--- src/rtl/alu_array_pipe.sv ---
// alu_array_pipe: CHANNELS independent WIDTH-bit ALU lanes behind a two-stage
// valid/ready pipeline (S1 operand register, S2 result register). Each lane has
// an accumulate mode that replaces operand A with a per-lane accumulator. A
// saturating counter tracks output handshakes that carry any lane carry/borrow.

// One ALU lane. The result is combinational from the S1 operands. The
// accumulator sits here because only this lane reads or writes it.
module alu_array_pipe_lane #(
  parameter int WIDTH = 4
) (
  input  logic             wb_clk_i,
  input  logic             wb_rst_i,
  input  logic             i_clr,
  input  logic             i_upd,
  input  logic             i_acc,
  input  logic [WIDTH-1:0] i_a,
  input  logic [WIDTH-1:0] i_b,
  input  logic [1:0]       i_sel,
  output logic [WIDTH:0]   o_res
);
  logic [WIDTH-1:0] r_acc;
  logic [WIDTH-1:0] w_a;

  assign w_a = i_acc ? r_acc : i_a;

  // Lane op. The MSB holds the carry for add, the borrow for sub, and 0 otherwise.
  always_comb begin
    o_res = '0;
    case (i_sel)
      2'b00:   o_res = {1'b0, w_a} + {1'b0, i_b};
      2'b01:   o_res = {w_a < i_b, w_a - i_b};
      2'b10:   o_res = {1'b0, w_a & i_b};
      default: o_res = {1'b0, w_a ^ i_b};
    endcase
  end

  // Accumulator: clear beats the write-back of the transaction leaving S1.
  always_ff @(posedge wb_clk_i) begin
    if (wb_rst_i || i_clr) r_acc <= '0;
    else if (i_upd)        r_acc <= o_res[WIDTH-1:0];
  end
endmodule

module alu_array_pipe #(
  parameter int WIDTH    = 4,
  parameter int CHANNELS = 2,
  parameter int CNT_W    = 8
) (
  input  logic                          wb_clk_i,
  input  logic                          wb_rst_i,
  input  logic                          in_valid_i,
  output logic                          in_ready_o,
  input  logic [CHANNELS*WIDTH-1:0]     a_i,
  input  logic [CHANNELS*WIDTH-1:0]     b_i,
  input  logic [CHANNELS*2-1:0]         sel_i,
  input  logic [CHANNELS-1:0]           acc_i,
  input  logic                          clr_acc_i,
  output logic                          out_valid_o,
  input  logic                          out_ready_i,
  output logic [CHANNELS*(WIDTH+1)-1:0] res_o,
  output logic [CHANNELS-1:0]           zero_o,
  output logic [CNT_W-1:0]              carry_cnt_o
);
  // Stage valids: [1] = S1 operands held, [2] = S2 result held.
  logic [2:1]                          r_vld_pipe;
  logic [CHANNELS-1:0][WIDTH-1:0]      r_s1_a, r_s1_b;
  logic [CHANNELS-1:0][1:0]            r_s1_sel;
  logic [CHANNELS-1:0]                 r_s1_acc;
  logic [CHANNELS-1:0][WIDTH:0]        r_res;
  logic [CHANNELS-1:0]                 r_zero;
  logic [CNT_W-1:0]                    r_cnt;

  logic [CHANNELS-1:0][WIDTH:0]        w_res;
  logic [CHANNELS-1:0]                 w_zero, w_msb, w_upd;
  logic                                w_s1_adv, w_s2_adv, w_out_hs;

  // S2 frees up when empty or drained this cycle. This is the only
  // combinational path from an input (out_ready_i) to an output (in_ready_o).
  assign w_s2_adv   = !r_vld_pipe[2] || out_ready_i;
  assign w_s1_adv   = r_vld_pipe[1] && w_s2_adv;
  assign in_ready_o = !r_vld_pipe[1] || w_s2_adv;
  assign w_out_hs   = r_vld_pipe[2] && out_ready_i;
  assign w_upd      = {CHANNELS{w_s1_adv}} & r_s1_acc;

  alu_array_pipe_lane #(.WIDTH(WIDTH)) u_lane [CHANNELS-1:0] (
    .wb_clk_i (wb_clk_i),
    .wb_rst_i (wb_rst_i),
    .i_clr    (clr_acc_i),
    .i_upd    (w_upd),
    .i_acc    (r_s1_acc),
    .i_a      (r_s1_a),
    .i_b      (r_s1_b),
    .i_sel    (r_s1_sel),
    .o_res    (w_res)
  );

  // Per-lane zero flag for the next result, and carry flags of the held result.
  always_comb begin
    w_zero = '0;
    w_msb  = '0;
    for (int k = 0; k < CHANNELS; k++) begin
      w_zero[k] = (w_res[k][WIDTH-1:0] == '0);
      w_msb[k]  = r_res[k][WIDTH];
    end
  end

  // S1 valid: refills on an input handshake and empties when it advances.
  always_ff @(posedge wb_clk_i) begin
    if (wb_rst_i)        r_vld_pipe[1] <= 1'b0;
    else if (in_ready_o) r_vld_pipe[1] <= in_valid_i;
  end

  // S1 operands. They need no reset because the valid bit qualifies them.
  always_ff @(posedge wb_clk_i) begin
    if (in_valid_i && in_ready_o) begin
      r_s1_a   <= a_i;
      r_s1_b   <= b_i;
      r_s1_sel <= sel_i;
      r_s1_acc <= acc_i;
    end
  end

  // S2 result register. It holds steady while stalled downstream.
  always_ff @(posedge wb_clk_i) begin
    if (wb_rst_i) begin
      r_vld_pipe[2] <= 1'b0;
      r_res         <= '0;
      r_zero        <= '0;
    end else if (w_s2_adv) begin
      r_vld_pipe[2] <= r_vld_pipe[1];
      if (w_s1_adv) begin
        r_res  <= w_res;
        r_zero <= w_zero;
      end
    end
  end

  // Saturating count of output handshakes that carry any lane MSB.
  always_ff @(posedge wb_clk_i) begin
    if (wb_rst_i)                                 r_cnt <= '0;
    else if (w_out_hs && |w_msb && r_cnt != '1)   r_cnt <= r_cnt + 1'b1;
  end

  assign out_valid_o = r_vld_pipe[2];
  assign res_o       = r_res;
  assign zero_o      = r_zero;
  assign carry_cnt_o = r_cnt;
endmodule

--- config.mk ---
export PLATFORM = sky130hd
export DESIGN_NAME = alu_array_pipe
export DESIGN_NICKNAME = d
export VERILOG_FILES = /design/src/rtl/alu_array_pipe.sv
export SDC_FILE = /design/constraint.sdc
export NUM_CORES = 1
export LEC_CHECK = 0
export ABC_AREA = 1
export BUFFER_PORTS_ARGS = -buffer_cell sky130_fd_sc_hd__buf_2
export CORE_ASPECT_RATIO = 1.75
export CORE_MARGIN = 3
export CORE_UTILIZATION = 56
export CTS_CLUSTER_DIAMETER = 80
export DETAILED_ROUTE_END_ITERATION = 10
export GPL_TIMING_DRIVEN = 0
export HOLD_SLACK_MARGIN = 0.12
export PLACE_DENSITY = 0.8
export SLEW_MARGIN = 20
export SYNTH_ARGS = -nofsm -noshare
export SYNTH_HDL_FRONTEND = slang
export SYNTH_SLANG_ARGS = --single-unit
--- constraint.sdc ---
create_clock -name wb_clk_i -period 2.4 [get_ports wb_clk_i]
set_input_delay 0.24 -clock wb_clk_i [delete_from_list [all_inputs] [get_ports wb_clk_i]]
set_output_delay 0.24 -clock wb_clk_i [all_outputs]
set_load 0.005 [all_outputs]
==> impl_metrics.yaml <==
run_status:
  outcome: "finished clean"
global_routing:
  grt_start_max_net_pins: 23
  grt_pass1_vias: 2374
  gr-total-overflow: 0
  antenna_found_initial: 0
  grt_pass1_wl_um: 10230
  grt.total_usage_pct: 22.52
job:
  cap_violations: 0
placement:
  portBuffers: 48
  hpwlAfterDp_um: 4596
  dp_cells: 440
  gp_congestion: 0.9777
  dpl_cell_area_sq_um: 3127
  preCtsSetupSlack_ns: -0.1069
logic_synthesis:
  yosysSeqAreaShare_pct: 44.70
  synth_edf_count: 22
  ys.flop_type: "dfxtp_1"
  syn-num-nets: 389
  synthesis.instances: 340
  ys_ff_latch: 52
  mappedNetlistArea_sq_um: 2821
  syn_area_per_cell_sq_um: 8.298
  yosys_warnings: 0
  synthArstFlopShare_pct: 0
  synth.distinct_cells: 35
drt:
  drtAntennaViolNets: 0
  vias_per_cell: 5.288
  firstDrtPassIters: 5
  routed-via-count: 2496
  avgRoutedWirePerCell_um: 13.47
  wl_um: 6359
  dr.first_iter.drc_count: 98
  drcViolationCount: 0
clock_tree:
  clk_latency_ns: 0.31
  root_buffer: "clkbuf_8"
  clockBufferDepth: 2
  htreeDepth: 2
  path_clk_slew_ns: 0.09
  numCtsBuffers: 5
  cts_tree: "built"
  cts_sinks: 52
timing:
  final.setup.worst_slack_ns: 0.1010
  fmax_mhz: 435.0
  slew_violations: 0
  relSlewSlack_pct: 45.12
  fin_crit_ns: 2.299
  tns_ns: 0
  rsz0062_at_grt: "true"
  fin_crit_sh_pct: 95.79
  hold_viol: 0
  tightest_slew_ns: 0.8223
  fin_skew_ns: 0.007318
  setup_viol_count_final: 0
setup_path:
  start_kind: "flop"
  cp_max_fo: 5
  cp-end-kind: "flop"
  cp_slowest_cell: "edfxtp_1"
  crit_type: "flop to flop"
  max_stage_delay_ns: 0.45
  cp_num_buf_inv: 2
  cp.arrival_ns: 2.49
  required_ns: 2.59
  cp_top_family: "simple AND/OR/NAND/NOR gates"
  crit_chain: "inv_1 > or2_2 > o21ai_4 > inv_1 > ha_1 > nor2_1 > nand2_1 > a21oi_1 > nor2_1 > nor3_2 > a21oi_1"
die:
  num_rows: 33
  core_sq_um: 4790
  dieArea_sq_um: 5960
  die_w_um: 59.66
  start_util_pct: 58.91
  io_pins: 49
  die_h_um: 99.90
power:
  powerDensity_nw_per_um2: 556.7
  power.total_uw: 1951
  irDropWorstVdd_mv: 0.4668
  p_leak_uw: 0.001640
finish:
  final_nets: 468
  antenna_cells: 0
  layout-drive-gt1-share_pct: 23.10
  syn_to_final_growth_pct: 24.21
  stdcell_count: 472
  finalInstanceArea_sq_um: 3505
worst_hold_path:
  hold_class: "input pin to flop"
[worst reg2reg max path, stage by stage (launching register included)]
cell and delay (ns):
edfxtp_1 0.45, inv_1 0.13, or2_2 0.31, o21ai_4 0.10, inv_1 0.10, ha_1 0.33
nor2_1 0.10, nand2_1 0.09, a21oi_1 0.19, nor2_1 0.10, nor3_2 0.21, a21oi_1 0.09
[kinds of logic (layout without fill, tap and decap cells)]
logic type	after synthesis	count (layout)	synth area share [%]
simple gates	145	145	23.33
flops	52	52	44.70
xor+xnor	3	3	0.9314
fa+ha+maj	22	22	10.82
compound gates	64	64	12.37
buf+inv	54	134	7.849
[placed cells by master (no fill, tap or decap), types with 7 or more instances in the layout]
cell,instances
o21ai_0,26
nand2_1,71
inv_1,40
edfxtp_1,22
ha_1,17
buf_2,49
dlygate4sd3_1,22
nor2_2,7
a21oi_1,26
inv_2,7
nand3_1,22
dfxtp_1,30
nor2_1,27
[cell type report]
class	count	area [sq um]
clock inverter	3	42.54
multi-input combinational	234	1370
buffer	6	38.79
tap	52	65.06
timing repair buffer	72	475.5
sequential	52	1261
inverter	48	182.7
fill	348	1285
clock buffer	5	68.82
[cells in the mapped netlist, types with 2 or more instances]
cell type | number | area [sq um]
nand2_1 | 72 | 270.3
inv_1 | 40 | 150.1
dfxtp_1 | 30 | 600.6
o21ai_0 | 29 | 145.1
nor2_1 | 27 | 101.4
a21oi_1 | 26 | 130.1
edfxtp_1 | 22 | 660.6
nand3_1 | 22 | 110.1
ha_1 | 18 | 225.2
inv_2 | 7 | 26.28
nor2_2 | 7 | 43.79
nand2_2 | 5 | 31.28
fa_1 | 4 | 80.08
a21oi_2 | 3 | 26.28
nor3_2 | 3 | 30.03
a31oi_1 | 2 | 12.51
buf_4 | 2 | 15.01
clkbuf_1 | 2 | 7.510
o21ai_2 | 2 | 17.52
xor2_1 | 2 | 17.52
[flip-flops by register name, summed over array words and instances (netlist names)]
name and cells:
carry_cnt_o 8, out_valid_o 1, r_s1_a 8, r_s1_acc 2, r_s1_b 8, r_s1_sel 4
r_vld_pipe 1, res_o 10, u_lane.r_acc 8, zero_o 2
[metal layers]
metal / wire length [um] / global-route usage [%]
met1: 2311 / 24.02
met2: 3576 / 41.17
met3: 232 / 3.475
met4: 239 / 10.58
met5: 0 / 0
[through the flow]
stage          util, %  hold WS, ns
3_3_place_gp     65.28       0.4160
4_1_cts          72.49       0.2068
5_1_grt          73.17       0.2203
6_report         73.17       0.2126
2_1_floorplan        -       0.3389
3_5_place_dp     65.28       0.4186
[where the power goes]
group / switching (uW) / internal, uW
Sequential: 31.2 / 967
Combinational: 205 / 151
Clock: 288 / 309
Total: 524 / 1430
[timing repair]
item	in CTS	in global routing
resized for setup	3	6
buffers inserted	1	1
hold endpoints to repair	22	0
hold buffers	22	0
setup endpoints to repair	3	6
pin swaps	0	1
gates cloned	0	0
[worst paths after layout]
| path | slack [ns] | depth (start not counted) | startpoint | to |
|---|---|---|---|---|
| max reg2reg | 0.10 | 11 | r_s1_acc[0] | u_lane[0].r_acc[3] |
| min reg2reg | 0.47 | 2 | zero_o[0] | zero_o[0] |
| min | 0.21 | 3 | in_valid_i | r_vld_pipe[1] |
| max | 0.10 | 11 | r_s1_acc[0] | u_lane[0].r_acc[3] |
No activity file was read; power rests on OpenSTA's default activity.
